**src/rtl/crc10_pkg.sv**
```systemverilog
// Shared constants for the CRC-10 framer: polynomial, group boundaries,
// tail-field offsets, FSM encoding and counter width.
`timescale 1ns/1ps
package crc10_pkg;

    localparam int DATA_W = 62;
    localparam int CRC_W  = 10;
    localparam int CNT_W  = 22;

    // x^10+x^9+x^5+x^4+x+1 with the implicit x^10 term dropped
    localparam logic [CRC_W-1:0] CRC_POLY = 10'h233;

    localparam int G1_HI = 61;
    localparam int G1_LO = 47;
    localparam int G2_HI = 46;
    localparam int G2_LO = 32;
    localparam int G3_HI = 31;
    localparam int G3_LO = 16;
    localparam int G4_HI = 15;
    localparam int G4_LO = 0;

    localparam int G1_W = G1_HI - G1_LO + 1;
    localparam int G2_W = G2_HI - G2_LO + 1;
    localparam int G3_W = G3_HI - G3_LO + 1;
    localparam int G4_W = G4_HI - G4_LO + 1;

    localparam int TAIL_DATA_LO = 44;
    localparam int F1_HI = 43;
    localparam int F2_HI = 33;
    localparam int F3_HI = 23;
    localparam int F4_HI = 13;

    // On a tail word only the top bits of G2 (down to TAIL_DATA_LO) carry payload
    localparam logic [G2_W-1:0] G2_TAIL_MASK =
        {{(G2_HI - TAIL_DATA_LO + 1){1'b1}}, {(TAIL_DATA_LO - G2_LO){1'b0}}};

    typedef enum logic [1:0] {
        IDLE = 2'd0,
        BODY = 2'd1,
        GAP  = 2'd2
    } state_t;

endpackage

```
**src/rtl/crc10_step.sv**
```systemverilog
// Combinational CRC-10 advance over one data group, MSB first.
// Bits whose bit_en is low are skipped (no shift).
`timescale 1ns/1ps
module crc10_step
    import crc10_pkg::*;
#(
    parameter int WIDTH = 16
) (
    input  logic [WIDTH-1:0] data_in,
    input  logic [WIDTH-1:0] bit_en,
    input  logic [CRC_W-1:0] lfsr_q,
    output logic [CRC_W-1:0] crc_out
);

    logic [CRC_W-1:0] acc;

    always_comb begin
        acc = lfsr_q;
        for (int i = WIDTH - 1; i >= 0; i--) begin
            if (bit_en[i]) begin
                acc = {acc[CRC_W-2:0], 1'b0} ^
                      ({CRC_W{acc[CRC_W-1] ^ data_in[i]}} & CRC_POLY);
            end
        end
        crc_out = acc;
    end

endmodule

```
**src/rtl/crc10_gen.sv**
```systemverilog
// Four-group CRC-10 framer: passes body words through and rewrites the tail
// word with per-group CRC fields; one registered output stage.
`timescale 1ns/1ps
module crc10_gen
    import crc10_pkg::*;
(
    input  logic              clk_390p625M,
    input  logic              rst_n,
    input  logic              in_valid,
    input  logic [DATA_W-1:0] in_data,
    input  logic              in_sof,
    input  logic              in_eof,
    output logic              in_ready,
    input  logic              err_inject,
    output logic [DATA_W-1:0] crc10_data_out,
    output logic              crc10_en,
    output logic              frame_tail_flag,
    output logic [CNT_W-1:0]  tx_frame_cnt,
    output logic              protocol_err
);

    function automatic logic [CNT_W-1:0] sat_inc(input logic [CNT_W-1:0] v);
        return (v == '1) ? v : v + 1'b1;
    endfunction

    state_t                       state_p1;
    logic [3:0][CRC_W-1:0]        lfsr_p1;
    logic [DATA_W-1:0]            data_p1;
    logic                         vld_p1;
    logic                         tail_p1;
    logic [CNT_W-1:0]             cnt_p1;
    logic                         perr_p1;

    logic                         accept_p0;
    logic                         take_p0;
    logic                         viol_p0;
    logic [3:0][CRC_W-1:0]        seed_p0;
    logic [3:0][CRC_W-1:0]        lfsr_nxt_p0;
    logic [G2_W-1:0]              g2_en_p0;
    logic [G3_W-1:0]              g3_en_p0;
    logic [G4_W-1:0]              g4_en_p0;
    logic [DATA_W-1:0]            tail_word_p0;

    // p0: accept decode, LFSR seed and per-group advance
    assign in_ready  = (state_p1 != GAP);
    assign accept_p0 = in_valid & in_ready;
    assign take_p0   = accept_p0 & ((state_p1 == BODY) | in_sof);
    assign viol_p0   = accept_p0 & (((state_p1 == IDLE) & ~in_sof) |
                                    ((state_p1 == BODY) &  in_sof));

    // A new frame (or a restart by sof mid-frame) always starts from seed 0
    assign seed_p0  = ((state_p1 == IDLE) | in_sof) ? '0 : lfsr_p1;
    assign g2_en_p0 = in_eof ? G2_TAIL_MASK : '1;
    assign g3_en_p0 = in_eof ? '0 : '1;
    assign g4_en_p0 = in_eof ? '0 : '1;

    crc10_step #(.WIDTH(G1_W)) u_step_g1 (
        .data_in (in_data[G1_HI:G1_LO]),
        .bit_en  ({G1_W{1'b1}}),
        .lfsr_q  (seed_p0[0]),
        .crc_out (lfsr_nxt_p0[0])
    );

    crc10_step #(.WIDTH(G2_W)) u_step_g2 (
        .data_in (in_data[G2_HI:G2_LO]),
        .bit_en  (g2_en_p0),
        .lfsr_q  (seed_p0[1]),
        .crc_out (lfsr_nxt_p0[1])
    );

    crc10_step #(.WIDTH(G3_W)) u_step_g3 (
        .data_in (in_data[G3_HI:G3_LO]),
        .bit_en  (g3_en_p0),
        .lfsr_q  (seed_p0[2]),
        .crc_out (lfsr_nxt_p0[2])
    );

    crc10_step #(.WIDTH(G4_W)) u_step_g4 (
        .data_in (in_data[G4_HI:G4_LO]),
        .bit_en  (g4_en_p0),
        .lfsr_q  (seed_p0[3]),
        .crc_out (lfsr_nxt_p0[3])
    );

    always_comb begin
        tail_word_p0 = '0;
        tail_word_p0[DATA_W-1:TAIL_DATA_LO] = in_data[DATA_W-1:TAIL_DATA_LO];
        tail_word_p0[F1_HI -: CRC_W] = lfsr_nxt_p0[0] ^ {{(CRC_W-1){1'b0}}, err_inject};
        tail_word_p0[F2_HI -: CRC_W] = lfsr_nxt_p0[1];
        tail_word_p0[F3_HI -: CRC_W] = lfsr_nxt_p0[2];
        tail_word_p0[F4_HI -: CRC_W] = lfsr_nxt_p0[3];
    end

    // p1: output register, LFSR state, FSM, counters
    always_ff @(posedge clk_390p625M or negedge rst_n) begin
        if (!rst_n) begin
            state_p1 <= IDLE;
            lfsr_p1  <= '0;
            data_p1  <= '0;
            vld_p1   <= 1'b0;
            tail_p1  <= 1'b0;
            cnt_p1   <= '0;
            perr_p1  <= 1'b0;
        end else begin
            vld_p1  <= take_p0;
            tail_p1 <= take_p0 & in_eof;
            if (take_p0) begin
                data_p1 <= in_eof ? tail_word_p0 : in_data;
                lfsr_p1 <= in_eof ? '0 : lfsr_nxt_p0;
            end
            if (take_p0 && in_eof)
                cnt_p1 <= sat_inc(cnt_p1);
            if (viol_p0)
                perr_p1 <= 1'b1;

            unique case (state_p1)
                IDLE, BODY: if (take_p0) state_p1 <= in_eof ? GAP : BODY;
                GAP:        state_p1 <= IDLE;
                default:    state_p1 <= IDLE;
            endcase
        end
    end

    assign crc10_data_out  = data_p1;
    assign crc10_en        = vld_p1;
    assign frame_tail_flag = tail_p1;
    assign tx_frame_cnt    = cnt_p1;
    assign protocol_err    = perr_p1;

endmodule

```
**config.mk**
```make
export PLATFORM = sky130hd
export DESIGN_NAME = crc10_gen
export DESIGN_NICKNAME = d
export VERILOG_FILES = /design/src/rtl/crc10_pkg.sv /design/src/rtl/crc10_step.sv /design/src/rtl/crc10_gen.sv
export SDC_FILE = /design/constraint.sdc
export NUM_CORES = 1
export LEC_CHECK = 0
export CAP_MARGIN = 5
export CORE_MARGIN = 5
export CORE_UTILIZATION = 50
export DETAILED_ROUTE_END_ITERATION = 6
export PLACE_DENSITY = 0.75
export REMOVE_ABC_BUFFERS = 1
export SYNTH_ARGS = -nofsm -noshare
export SYNTH_HDL_FRONTEND = slang
export SYNTH_SLANG_ARGS = --single-unit
```
**constraint.sdc**
```tcl
create_clock -name clk_390p625M -period 4.86 [get_ports clk_390p625M]
set_input_delay 0.972 -clock clk_390p625M [delete_from_list [all_inputs] [get_ports clk_390p625M]]
set_output_delay 0.972 -clock clk_390p625M [all_outputs]
set_load 0.005 [all_outputs]
```
======== Word-level counts from Yosys, hierarchy flattened ========
Cells that the tools add are included.
cells by class
  multipliers ............................. 0
  magnitude comparators ................... 0
  bitwise operators ....................... 136
  eq/ne operators ......................... 4
  reduce and logical (&&, ||, !) cells .... 4
  shifts and indexed selects .............. 0
  multiplexer cells ....................... 55
  div/mod/pow operators ................... 0
  add/sub/neg operators ................... 1
operators by type and width
  operator                                             count
  XOR 10 bit                                           62
  two-way mux 10 bit                                   47
  two-way mux 40 bit                                   2
  XOR 1 bit                                            62
  two-way mux 44 bit                                   1
  adder 22 x 1 -> 22 bit, second input constant        1
  equality test 22 bit, second input constant          1
  two-way mux 16 bit                                   1
  two-way mux 12 bit                                   1
  XOR 10 x 1 -> 10 bit                                 1
  AND 1 bit                                            6
  two-way mux 2 bit                                    3
  inequality test 2 bit, second input constant         2
  bitwise OR 1 bit                                     3
  equality test 2 x 1 -> 1 bit, second input constant  1
  logical NOT 2 bit                                    1
  NOT 1 bit                                            2
  AND reduction 2 bit                                  1
  OR reduction 2 bit                                   1
  logical AND 1 bit                                    1
storage, ports and cells
  bits in latches ......................... 0
  word-level logic and storage cells ...... 210
  memories kept ........................... 0
  ROM bits ................................ 0
  memory bits (writable) .................. 0
  flip-flop bits (word level) ............. 129

======== Depth between registers and ports, before layout ========
  depth in word-level cells ............... 52
  mapped depth ............................ 17

======== Hierarchy ========
Synthesis repeated with hierarchy kept, for this count alone.
unflattened totals
  cell total of the unflattened synthesis .. 3456
  area total of the unflattened synthesis .. 27111.0 µm²
by module, submodules not included
  module                      times used  seq. area each (µm²)  cells an instance  area each (µm²)
  crc10_step (u_step_g3 ...)  2           0.0                   762                5636.7
  crc10_step (u_step_g1 ...)  2           0.0                   659                4937.2
  crc10_gen                   1           3228.1                614                5963.2

======== Least setup slack after synthesis ========
No wires, ideal clock.
  path kind ............................... input to register
  start ................................... input port in_sof
  end ..................................... register lfsr_p1[11] (netlist name)
  path slack .............................. 333 ps
  path buffers ............................ 1
  setup time .............................. 125 ps
  arrival ................................. 4402 ps
  stages .................................. 15
  path through ............................ o21bai_2 > buf_6 > or3_1 > a2111o_1 > o311ai_1 > xnor2_1 > xnor3_1 > nand2_2 > xnor2_2 > xnor3_1 > xnor2_1 > o21ai_1 > xor2_1 > xnor2_1 > o21ai_1
between the ends
  word-level cells in the longest chain between the ends .. 48
  elaborated cells between the ends (all ways) .. 50
ends and longest elaborated chain
  item                  line              text
  from (decl)           crc10_gen.sv:11   input logic in_sof,
  bitwise OR 1 bit      crc10_gen.sv:52   assign seed_p0 = ((state_p1 == IDLE) | in_sof) ? '0 : lfsr_p1;
  two-way mux 40 bit    crc10_gen.sv:52
  XOR 1 bit             crc10_step.sv:22  ({CRC_W{acc[CRC_W-1] ^ data_in[i]}} & CRC_POLY);
  XOR 10 bit            crc10_step.sv:21  acc = {acc[CRC_W-2:0], 1'b0} ^
  two-way mux 10 bit    crc10_step.sv:20  if (bit_en[i]) begin
  XOR 1 bit             crc10_step.sv:22
  XOR 10 bit            crc10_step.sv:21
  two-way mux 10 bit    crc10_step.sv:20
  (+32 left out)        --
  two-way mux 10 bit    crc10_step.sv:20
  XOR 1 bit             crc10_step.sv:22
  XOR 10 bit            crc10_step.sv:21
  two-way mux 10 bit    crc10_step.sv:20
  XOR 1 bit             crc10_step.sv:22
  XOR 10 bit            crc10_step.sv:21
  two-way mux 10 bit    crc10_step.sv:20
  two-way mux 40 bit    crc10_gen.sv:109  lfsr_p1 <= in_eof ? '0 : lfsr_nxt_p0;
  to (signal assigned)  crc10_gen.sv:109
  to (decl)             crc10_gen.sv:27   logic [3:0][CRC_W-1:0] lfsr_p1;
Parallel ways exist; a longest one is shown, timed or not.
A chain may end at the register's enable or synchronous reset.

======== Worst setup path after layout ========
  start ................................... input port in_sof
  end ..................................... register lfsr_p1[14] (netlist name)
Same word-level chain as after synthesis.

==> flow_summary.json <==
{
  "synth_top_area_cell": "dfrtp_1",
  "place_area_mm2": 0.0120,
  "postCtsHoldBufs": 0,
  "required_ns": 5.17,
  "ys_seq_area_share_pct": 34.1,
  "clock_skew_ns": 0.00962,
  "grtUsageTotal_pct": 24.6,
  "grt_pass1_vias": 8329,
  "worstMarginPinSlew_ns": 0.956,
  "postSynthAreaPerCell_um2": 9.41,
  "synth_area_leaders": "dfrtp_1 (34%), xnor2_1 (17%), xor2_1 (8.6%), nand2_1 (7.1%), xnor3_1 (6.4%)",
  "status": "complete, no violations",
  "power.density_mw_per_mm2": 652,
  "pin_count": 156,
  "ctsHtreeMaxLevel": 4,
  "root_buffer": "clkbuf_16",
  "synth_common_cells": "xnor2_1 (186), nand2_1 (179), dfrtp_1 (129), xor2_1 (93), o21ai_0 (82)",
  "synth.ff_latch_count": 129,
  "wl_per_cell_um": 17.6,
  "cts_tree": "yes",
  "netlist_instances": 1007,
  "ir_worst_vdd_mv": 0.329,
  "via_per_inst": 5.28,
  "p_leak_nw": 5.68,
  "ant_nets": 0,
  "ys_types": 63,
  "grt_overflow": 0,
  "async_flop_share_pct": 100,
  "numCtsBuffers": 17,
  "gp_congestion": 0.939,
  "fp-row-count": 50,
  "drv_cap": 0,
  "syn_area_mm2": 0.00948,
  "clk_latency_ns": 0.43,
  "yosysMostFrequentCell": "xnor2_1",
  "route.detailed.drc": 0,
  "drt_iter0_markers": 450,
  "first_pass_iters": 5,
  "die_x_um": 148,
  "synth_top_area_share_pct": 34.1,
  "hold_viol_final": 0,
  "wl_um": 26300,
  "grt_max_degree": 103,
  "grt_first_pass_wirelength_um": 43100,
  "fin_total_pwr_w": 0.00830,
  "design_area_mm2": 0.0127,
  "clkTransAtPathRegs_ns": 0.06,
  "clock-sinks": 129,
  "start_util_pct": 50.7,
  "start_kind": "input pin",
  "ys_warn_count": 0,
  "setup_violations": 0,
  "hold_class": "reg2reg",
  "synth_edf_count": 0,
  "crit_arrival_ns": 4.99,
  "fin_setup_tns_ns": 0,
  "fmax_mhz": 214,
  "drive_above_1_share_pct": 16.9,
  "via_count": 7908,
  "dpl.hpwl_um": 19300,
  "multi_input_area_mm2": 0.00603,
  "clockBufferDepth": 2,
  "path_max_fanout": 13,
  "area.growth.synth_to_final_pct": 34.3,
  "antenna_found_initial": 0,
  "finalCritPeriodShare_pct": 96.4,
  "n_fill_cell": 1491,
  "finalCriticalPeriod_ns": 4.68,
  "port_buffers": 155,
  "nets": 1319,
  "fp.coreArea_mm2": 0.0187,
  "die_area_mm2": 0.0218,
  "critPathKind": "in2reg",
  "slew_viol_final": 0,
  "slew_headroom_pct": 36.2,
  "ys.flop_type": "dfrtp_1",
  "antenna_cells": 0,
  "die_h_um": 148,
  "regArea_mm2": 0.00323,
  "critPathCaptureType": "flip-flop"
}
-- path summary, 6_finish.rpt --
path                                                  endpoint                            from  slack, ns  cells after the start
worst min register to register  crc10_data_out[46]$_DFFE_PN0P_  crc10_data_out[46]$_DFFE_PN0P_       0.47                      2
max in group asynchronous       crc10_data_out[53]$_DFFE_PN0P_                           rst_n       3.25                      2
worst max-delay path                   lfsr_p1[14]$_DFFE_PN0P_                          in_sof       0.18                     16
worst min-delay path            crc10_data_out[46]$_DFFE_PN0P_  crc10_data_out[46]$_DFFE_PN0P_       0.47                      2
min in group asynchronous        crc10_data_out[3]$_DFFE_PN0P_                           rst_n       0.63                      1
worst max register to register         lfsr_p1[24]$_DFFE_PN0P_         state_p1[1]$_DFFE_PN0P_       0.68                     15
-- flip-flops by register name, indices dropped and copies added, names as in the netlist --
name             flops
protocol_err         1
frame_tail_flag      1
state_p1             2
lfsr_p1             40
crc10_en             1
crc10_data_out      62
tx_frame_cnt        22
-- report_power, final --
part	total (W)	internal [W]	switching, W
Clock	0.00140	0.000869	0.000528
Combinational	0.00530	0.00300	0.00230
Sequential	0.00161	0.00134	0.000262
Total	0.00830	0.00521	0.00309
-- cell type report --
cell class                      count  area share (%)
Clock buffer                       18            3.37
Inverter                            7           0.206
Sequential cell                   129            25.4
Timing Repair Buffer              283            19.8
Multi-Input combinational cell    812            47.4
Clock inverter                     14            1.60
Tap cell                          234            2.30
-- what timing repair did --
item                                    4_1_cts  5_1_grt
endpoints found under the setup margin        8       17
endpoints found under the hold margin         0        0
setup buffers                                 0       10
gates resized for setup                       2       15
pin swaps                                     4       19
-- through the flow --
stage	hold slack (ns)	util, %	std cells	worst slack, ns
after floorplan	0.447	-	948	-0.580
after global placement	0.457	63.9	1455	-0.292
after detailed placement	0.455	63.9	1455	-0.493
after CTS	0.476	67.4	1487	0.0201
after global routing	0.491	68.1	1497	-0.0537
final	0.473	68.1	1497	0.176
-- kinds of logic (layout without fill, tap and decap cells) --
kind of cell             after synthesis  count (layout)  synth area share, %
flip-flops                           129             129                 34.1
AND/OR/NAND/NOR                      283             283                 12.8
AO/OA/AOI/OAI                        190             190                 12.3
buffers and inverters                 66             322                 3.18
multiplexers                          11              11                 1.19
adder cells (fa/ha/maj)                1               1                0.132
XOR/XNOR                             327             327                 36.3
-- placed cells by master (no fill, tap or decap), drive strengths merged, types with 4 or more instances in the layout --
cell type,synthesis,routed
nand3,14,14
xor2,96,96
nor2,40,40
nor3,4,4
and3,23,23
dfrtp,129,129
inv,7,12
buf,22,130
xnor2,199,199
o21a,5,5
nand2b,4,4
nand2,181,181
xnor3,29,29
a31oi,6,6
mux2i,9,9
clkdlybuf4s50,0,153
a21oi,35,35
and2,6,6
clkbuf,37,18
bufinv,0,4
o21ai,102,102
a22o,16,16
o211ai,5,5
-- worst max-delay path: stages --
cell	delay [ns]
clkdlybuf4s50_1	0.48
o21bai_4	0.30
or3_1	0.43
and2_1	0.21
xnor2_1	0.14
xnor2_1	0.17
buf_4	0.16
o311a_1	0.31
o211ai_1	0.13
xor2_1	0.29
xnor3_1	0.41
xnor2_1	0.17
o21ai_2	0.29
xor2_2	0.24
xnor2_1	0.10
a22o_1	0.20
-- routing by layer --
metal	wire length (µm)	vias to the layer above	GRT usage [%]	part of all wire, %
met4	546	0	8.25	2.1
met5	0	-	0	0
li1	-	3814	-	-
met3	2030	47	6.90	7.7
met1	11300	3782	32.4	43
met2	12500	265	39.5	47
Note: power is estimated with default switching activity, not from simulation.
